$ cat src/rtl/dm_pkg.sv
// Data-memory access shared definitions: op codes, FSM states,
// byte-enable constants and the store request builder.
package dm_pkg;

  typedef enum logic [3:0] {
    OP_NONE = 4'd0,
    OP_LW   = 4'd1,
    OP_LH   = 4'd2,
    OP_LHU  = 4'd3,
    OP_LB   = 4'd4,
    OP_LBU  = 4'd5,
    OP_SW   = 4'd6,
    OP_SH   = 4'd7,
    OP_SB   = 4'd8
  } op_e;

  typedef enum logic [1:0] {
    S_IDLE = 2'd0,
    S_REQ  = 2'd1,
    S_DONE = 2'd2,
    S_EXC  = 2'd3
  } state_e;

  localparam logic [3:0] BE_WORD    = 4'b1111;
  localparam logic [3:0] BE_HALF_LO = 4'b0011;
  localparam logic [3:0] BE_HALF_HI = 4'b1100;
  localparam logic [3:0] BE_BYTE    = 4'b0001;

  typedef struct packed {
    logic        we;
    logic [3:0]  be;
    logic [31:0] wdata;
  } mreq_t;

  function automatic logic op_legal(
    input logic [3:0] op
  );
    return (op >= OP_LW) && (op <= OP_SB);
  endfunction

  function automatic logic op_store(
    input logic [3:0] op
  );
    return (op == OP_SW) || (op == OP_SH) ||
           (op == OP_SB);
  endfunction

  function automatic logic op_word(
    input logic [3:0] op
  );
    return (op == OP_LW) || (op == OP_SW);
  endfunction

  function automatic logic op_half(
    input logic [3:0] op
  );
    return (op == OP_LH) || (op == OP_LHU) ||
           (op == OP_SH);
  endfunction

  // Stores replicate the data across every lane so the
  // byte enables alone decide which bytes land.
  function automatic mreq_t build_req(
    input logic [3:0]  op,
    input logic [1:0]  lane,
    input logic [31:0] wd
  );
    mreq_t r;
    r.we    = 1'b0;
    r.be    = BE_WORD;
    r.wdata = '0;
    unique case (1'b1)
      (op == OP_SW): begin
        r.we    = 1'b1;
        r.wdata = wd;
      end
      (op == OP_SH): begin
        r.we    = 1'b1;
        r.be    = lane[1] ? BE_HALF_HI
                          : BE_HALF_LO;
        r.wdata = {2{wd[15:0]}};
      end
      (op == OP_SB): begin
        r.we    = 1'b1;
        r.be    = BE_BYTE << lane;
        r.wdata = {4{wd[7:0]}};
      end
      default: ;
    endcase
    return r;
  endfunction

endpackage

$ cat src/rtl/dm_load_ext.sv
// Load lane select and sign/zero extension.
// Ports: word_i read word, addr_i byte lane, op_i op code, result_o.
module dm_load_ext
  import dm_pkg::*;
(
  input  logic [31:0] word_i,
  input  logic [1:0]  addr_i,
  input  logic [3:0]  op_i,
  output logic [31:0] result_o
);

  logic [15:0] half;
  logic [7:0]  b8;

  always_comb begin
    half = addr_i[1] ? word_i[31:16]
                     : word_i[15:0];
    b8 = 8'h00;
    unique case (addr_i)
      2'd0: b8 = word_i[7:0];
      2'd1: b8 = word_i[15:8];
      2'd2: b8 = word_i[23:16];
      2'd3: b8 = word_i[31:24];
      default: b8 = 8'h00;
    endcase
  end

  always_comb begin
    result_o = word_i;
    unique case (op_i)
      OP_LH:  result_o = {{16{half[15]}}, half};
      OP_LHU: result_o = {16'h0000, half};
      OP_LB:  result_o = {{24{b8[7]}}, b8};
      OP_LBU: result_o = {24'h000000, b8};
      default: result_o = word_i;
    endcase
  end

endmodule

$ cat src/rtl/dm_access_unit.sv
// M-stage data memory initiator: req/ack word port, byte lanes,
// load extension, misalignment and timeout reporting.
// Ports: op_valid/op/addr/wdata from pipeline; stall, done, rdata,
// exc_adel, exc_ades, err_timeout back; m_* memory req/ack port.
module dm_access_unit
  import dm_pkg::*;
#(
  parameter int ADDR_W  = 14,
  parameter int TIMEOUT = 15
) (
  input  logic              clk,
  input  logic              reset,
  input  logic              op_valid,
  input  logic [3:0]        op,
  input  logic [ADDR_W-1:0] addr,
  input  logic [31:0]       wdata,
  output logic              stall,
  output logic              done,
  output logic [31:0]       rdata,
  output logic              exc_adel,
  output logic              exc_ades,
  output logic              err_timeout,
  output logic              m_req,
  output logic              m_we,
  output logic [ADDR_W-3:0] m_addr,
  output logic [3:0]        m_byteen,
  output logic [31:0]       m_wdata,
  input  logic              m_ack,
  input  logic [31:0]       m_rdata
);

  localparam logic [3:0] CNT_LAST =
    4'(TIMEOUT - 1);

  state_e            state_q, state_d;
  logic [3:0]        cnt_q, cnt_d;
  logic [3:0]        op_q, op_d;
  logic [1:0]        lane_q, lane_d;
  logic              req_q, req_d;
  logic              we_q, we_d;
  logic [ADDR_W-3:0] maddr_q, maddr_d;
  logic [3:0]        be_q, be_d;
  logic [31:0]       mwd_q, mwd_d;
  logic [31:0]       rdata_q, rdata_d;
  logic              done_q, done_d;
  logic              adel_q, adel_d;
  logic              ades_q, ades_d;
  logic              tout_q, tout_d;

  logic        legal;
  logic        misal;
  logic        is_st;
  mreq_t       nreq;
  logic [31:0] ext;

  dm_load_ext u_ext (
    .word_i   (m_rdata),
    .addr_i   (lane_q),
    .op_i     (op_q),
    .result_o (ext)
  );

  assign legal = op_valid && op_legal(op);
  assign is_st = op_store(op);
  assign nreq  = build_req(op, addr[1:0], wdata);

  always_comb begin
    misal = 1'b0;
    if (op_word(op))
      misal = (addr[1:0] != 2'b00);
    else if (op_half(op))
      misal = addr[0];
  end

  always_comb begin
    state_d = state_q;
    cnt_d   = cnt_q;
    op_d    = op_q;
    lane_d  = lane_q;
    req_d   = req_q;
    we_d    = we_q;
    maddr_d = maddr_q;
    be_d    = be_q;
    mwd_d   = mwd_q;
    rdata_d = rdata_q;
    done_d  = 1'b0;
    adel_d  = 1'b0;
    ades_d  = 1'b0;
    tout_d  = 1'b0;
    unique case (state_q)
      S_IDLE: begin
        if (legal && misal) begin
          state_d = S_EXC;
          ades_d  = is_st;
          adel_d  = !is_st;
        end else if (legal) begin
          state_d = S_REQ;
          cnt_d   = '0;
          op_d    = op;
          lane_d  = addr[1:0];
          req_d   = 1'b1;
          we_d    = nreq.we;
          maddr_d = addr[ADDR_W-1:2];
          be_d    = nreq.be;
          mwd_d   = nreq.wdata;
        end
      end
      S_REQ: begin
        // ack beats a coincident timeout
        if (m_ack) begin
          state_d = S_DONE;
          req_d   = 1'b0;
          done_d  = 1'b1;
          rdata_d = op_store(op_q) ? '0 : ext;
        end else if (cnt_q == CNT_LAST) begin
          state_d = S_DONE;
          req_d   = 1'b0;
          done_d  = 1'b1;
          tout_d  = 1'b1;
          rdata_d = '0;
        end else begin
          cnt_d = cnt_q + 4'd1;
        end
      end
      S_DONE:  state_d = S_IDLE;
      S_EXC:   state_d = S_IDLE;
      default: state_d = S_IDLE;
    endcase
  end

  always_ff @(posedge clk) begin
    if (reset) begin
      state_q <= S_IDLE;
      cnt_q   <= '0;
      op_q    <= '0;
      lane_q  <= '0;
      req_q   <= 1'b0;
      we_q    <= 1'b0;
      maddr_q <= '0;
      be_q    <= '0;
      mwd_q   <= '0;
      rdata_q <= '0;
      done_q  <= 1'b0;
      adel_q  <= 1'b0;
      ades_q  <= 1'b0;
      tout_q  <= 1'b0;
    end else begin
      state_q <= state_d;
      cnt_q   <= cnt_d;
      op_q    <= op_d;
      lane_q  <= lane_d;
      req_q   <= req_d;
      we_q    <= we_d;
      maddr_q <= maddr_d;
      be_q    <= be_d;
      mwd_q   <= mwd_d;
      rdata_q <= rdata_d;
      done_q  <= done_d;
      adel_q  <= adel_d;
      ades_q  <= ades_d;
      tout_q  <= tout_d;
    end
  end

  assign stall = legal &&
                 (state_q != S_DONE) &&
                 !(adel_q || ades_q);

  assign done        = done_q;
  assign rdata       = rdata_q;
  assign exc_adel    = adel_q;
  assign exc_ades    = ades_q;
  assign err_timeout = tout_q;
  assign m_req       = req_q;
  assign m_we        = we_q;
  assign m_addr      = maddr_q;
  assign m_byteen    = be_q;
  assign m_wdata     = mwd_q;

endmodule

$ cat config.mk
export PLATFORM = sky130hd
export DESIGN_NAME = dm_access_unit
export DESIGN_NICKNAME = d
export VERILOG_FILES = /design/src/rtl/dm_pkg.sv /design/src/rtl/dm_load_ext.sv /design/src/rtl/dm_access_unit.sv
export SDC_FILE = /design/constraint.sdc
export NUM_CORES = 1
export LEC_CHECK = 0
export ABC_AREA = 1
export CAP_MARGIN = 5
export CORE_UTILIZATION = 35
export CTS_CLUSTER_DIAMETER = 30
export DETAILED_ROUTE_END_ITERATION = 10
export DONT_BUFFER_PORTS = 1
export SETUP_SLACK_MARGIN = 0.4
export SLEW_MARGIN = 10
export SYNTH_ARGS = -nofsm -noshare
export SYNTH_HDL_FRONTEND = slang
export SYNTH_SLANG_ARGS = --single-unit
$ cat constraint.sdc
create_clock -name clk -period 1.5 [get_ports clk]
set_input_delay 0.3 -clock clk [delete_from_list [all_inputs] [get_ports clk]]
set_output_delay 0.3 -clock clk [all_outputs]
set_load 0.05 [all_outputs]
==> flow_summary.ini <==
[grt]
track_usage = 0.226
grt_pass1_wl_um = 24900
overflow = 0
grtUsageMet1 = 0.266
top_usage_layer = met2
antenna_found_initial = 0
grt_pass1_vias = 4884
grt_util_met3 = 0.0732
grt_max_degree = 39
grtUsageMet2 = 0.377

[placed_design]
dpl-instance-area_mm2 = 0.00531
pre_cts_slack_ns = -0.0319
hpwl_um = 10100
portBuffers = 0
placedCellCount = 881
place_congestion = 0.859

[outcome]
violations = setup timing
status = finished with violations

[floorplanning]
die_y_um = 118
die_w_um = 118
design.core.area_mm2 = 0.0132
row_count = 42
io_pins = 173
start_util = 0.358
dieArea_mm2 = 0.0139

[drt]
vias = 5055
wl_per_cell_um = 17.6
antenna_left = 0
wirelength_um = 16500
drt_iter0_drc = 333
drc = 0
vias_per_cell = 5.39
first_pass_iters = 5

[synthesis]
netlist_instances = 706
syn_area_mm2 = 0.00472
syn-num-nets = 794
synth_top_area_frac = 0.416
synth_top_family_by_area = simple AND/OR/NAND/NOR gates
synthDistinctLibCells = 31
synth_area_per_cell_um2 = 6.68
yosys.area_share.simple = 0.253
muxShareOfSynthArea = 0
netlist_top_cells_area = dfxtp_1 (42%), nand2_1 (12%), a21oi_1 (12%), o21ai_0 (7.7%), nor2_1 (7.3%)
ys_warn_count = 0
ys_ff_latch = 98
yosysSeqAreaShare = 0.416
synthAdderAreaFrac = 0.00531
synth_compound_area_frac = 0.231
yosys.area.top_type = dfxtp_1
yosys.area_share.xor_xnor = 0.00371

[cells_and_area]
fin_util = 0.523
drive_gt1_frac = 0.385
final_common_cell = nand2_1
finalNetCount = 845
design_area_mm2 = 0.00690
diodes = 0
syn_to_final_growth_pct = 46.4
layout_common_cells = nand2_1 (135), a21oi_1 (79), dfxtp_4 (78)
instances_no_fill = 938

[clock_network]
clock_latency_ns = 0.35
clock-sinks = 98
cts_tree = built
cts.clk_slew.worst_paths_ns = 0.07
h-tree-depth = 3
cts-root-buf = clkbuf_16
cts-hold-fix-buffers = 5
cts_max_path_buffers = 2
cts_inserted_buffers = 9

[critical_path]
worstPathMaxFanout = 17
cp_slowest_cell = dfxtp_2
cp_data_required_time_ns = 1.77
critPathMaxStageDelay_ns = 0.34
path_cells = buf_4 > nor2_4 > nand3_2 > nor2_4 > buf_4 > buf_12 > o21ai_0 > a21oi_1
cp-start-kind = flop
crit_type = reg2reg
cp_data_arrival_time_ns = 1.83
end_kind = flop

[timing]
post-route-period-util = 1.04
setup_slack_ns = -0.0575
hold_viol_final = 0
clock_skew_ns = 0.00692
rsz0062_at_grt = true
slew_violations = 0
finalWorstPathRequiredPeriod_ns = 1.56
tightestPinTransition_ns = 0.733
slew_headroom = 0.510
whs_ns = 0.00944
setup_viol = 33
max_freq_mhz = 642
tns_ns = -0.866

[run]
drv_cap = 0

[power_and_ir_drop]
power.share.sequential = 0.457
p_switching_mw = 2.21
p_per_area_mw_per_mm2 = 954
pwr-share-clk = 0.346
cellInternalPower_mw = 4.38
power.share.combinational = 0.197
p_leak_nw = 2.57
power_mw = 6.59
ir_drop_mv = 0.650
netSwitchingFraction = 0.335

[min_path]
worstHoldPathType = in2reg
-- kinds of logic after synthesis --
| family | after synthesis |
|---|---|
| simple gates | 292 |
| compound gates | 207 |
| buf+inv | 105 |
| flops | 98 |
| xor+xnor | 2 |
| fa+ha+maj | 2 |
-- power groups by stage --
stage / Clock (mW) / Combinational, mW / Sequential, mW
floorplan: 0 / 0.680 / 3.13
global placement: 0 / 0.882 / 3.13
detailed placement: 0 / 0.903 / 3.13
CTS: 2.32 / 1.10 / 3.01
global route: 2.41 / 1.40 / 3.02
finish: 2.28 / 1.30 / 3.01
-- worst max-delay path: cells and delay by family, from the launching register on --
kind,cells,cell delay [ns]
DFF,1,0.34
AOI/OAI and AO/OA,2,0.27
buffers and inverters,3,0.43
and+or+nand+nor,3,0.44
-- cell usage after synthesis, drive strengths merged --
cell      n
nand3b    1
clkbuf   30
ha        2
a21oi   110
xnor2     1
nand3    29
o21ai    73
xor2      1
o311ai    1
o22ai     6
nor2     95
buf      13
inv      60
a31oi     2
dfxtp    98
o21a     12
nand2   152
nor4      1
nand4    10
o211ai    2
or2       1
a211oi    1
clkinv    2
nor3      3
-- layer usage --
metal,up-vias,share of wire
met2,231,0.47
met3,19,0.097
met4,0,0.014
met1,2378,0.41
li1,2427,-
met5,-,0
-- cell type report --
cell class              count  area, µm²
clock buffers              10        239
fillers                  1251       6290
repair buffers             83       1040
inverters                  62        275
flip-flops and latches     98       2270
clock inverters             6       47.5
well taps                 176        220
multi-input cells         503       2810
-- what timing repair did --
| action | 4_1_cts | 5_1_grt |
|---|---|---|
| endpoints found under the setup margin | 183 | 184 |
| cloned | 3 | 6 |
| endpoints found under the hold margin | 16 | 4 |
| resized for setup | 250 | 74 |
| setup buffers | 13 | 14 |
| pin swaps | 10 | 46 |
-- final timing paths --
path,startpoint,endpoint,slack [ns],cells past startpoint
hold / removal,reset,rdata[29],0.009,1
setup / recovery,state_q[1],m_wdata[11],-0.06,8
hold reg to reg,m_byteen[1],m_byteen[1],0.48,2
setup reg to reg,state_q[1],m_wdata[11],-0.06,8
-- state kept, by name, summed over array words and instances, names as in the netlist --
name,flops
exc_ades,1
m_addr,12
lane_q,2
m_byteen,4
done,1
state_q,2
op_q,4
rdata,32
exc_adel,1
err_timeout,1
m_wdata,32
m_we,1
m_req,1
cnt_q,4
Note: power is estimated with default switching activity, not from simulation.
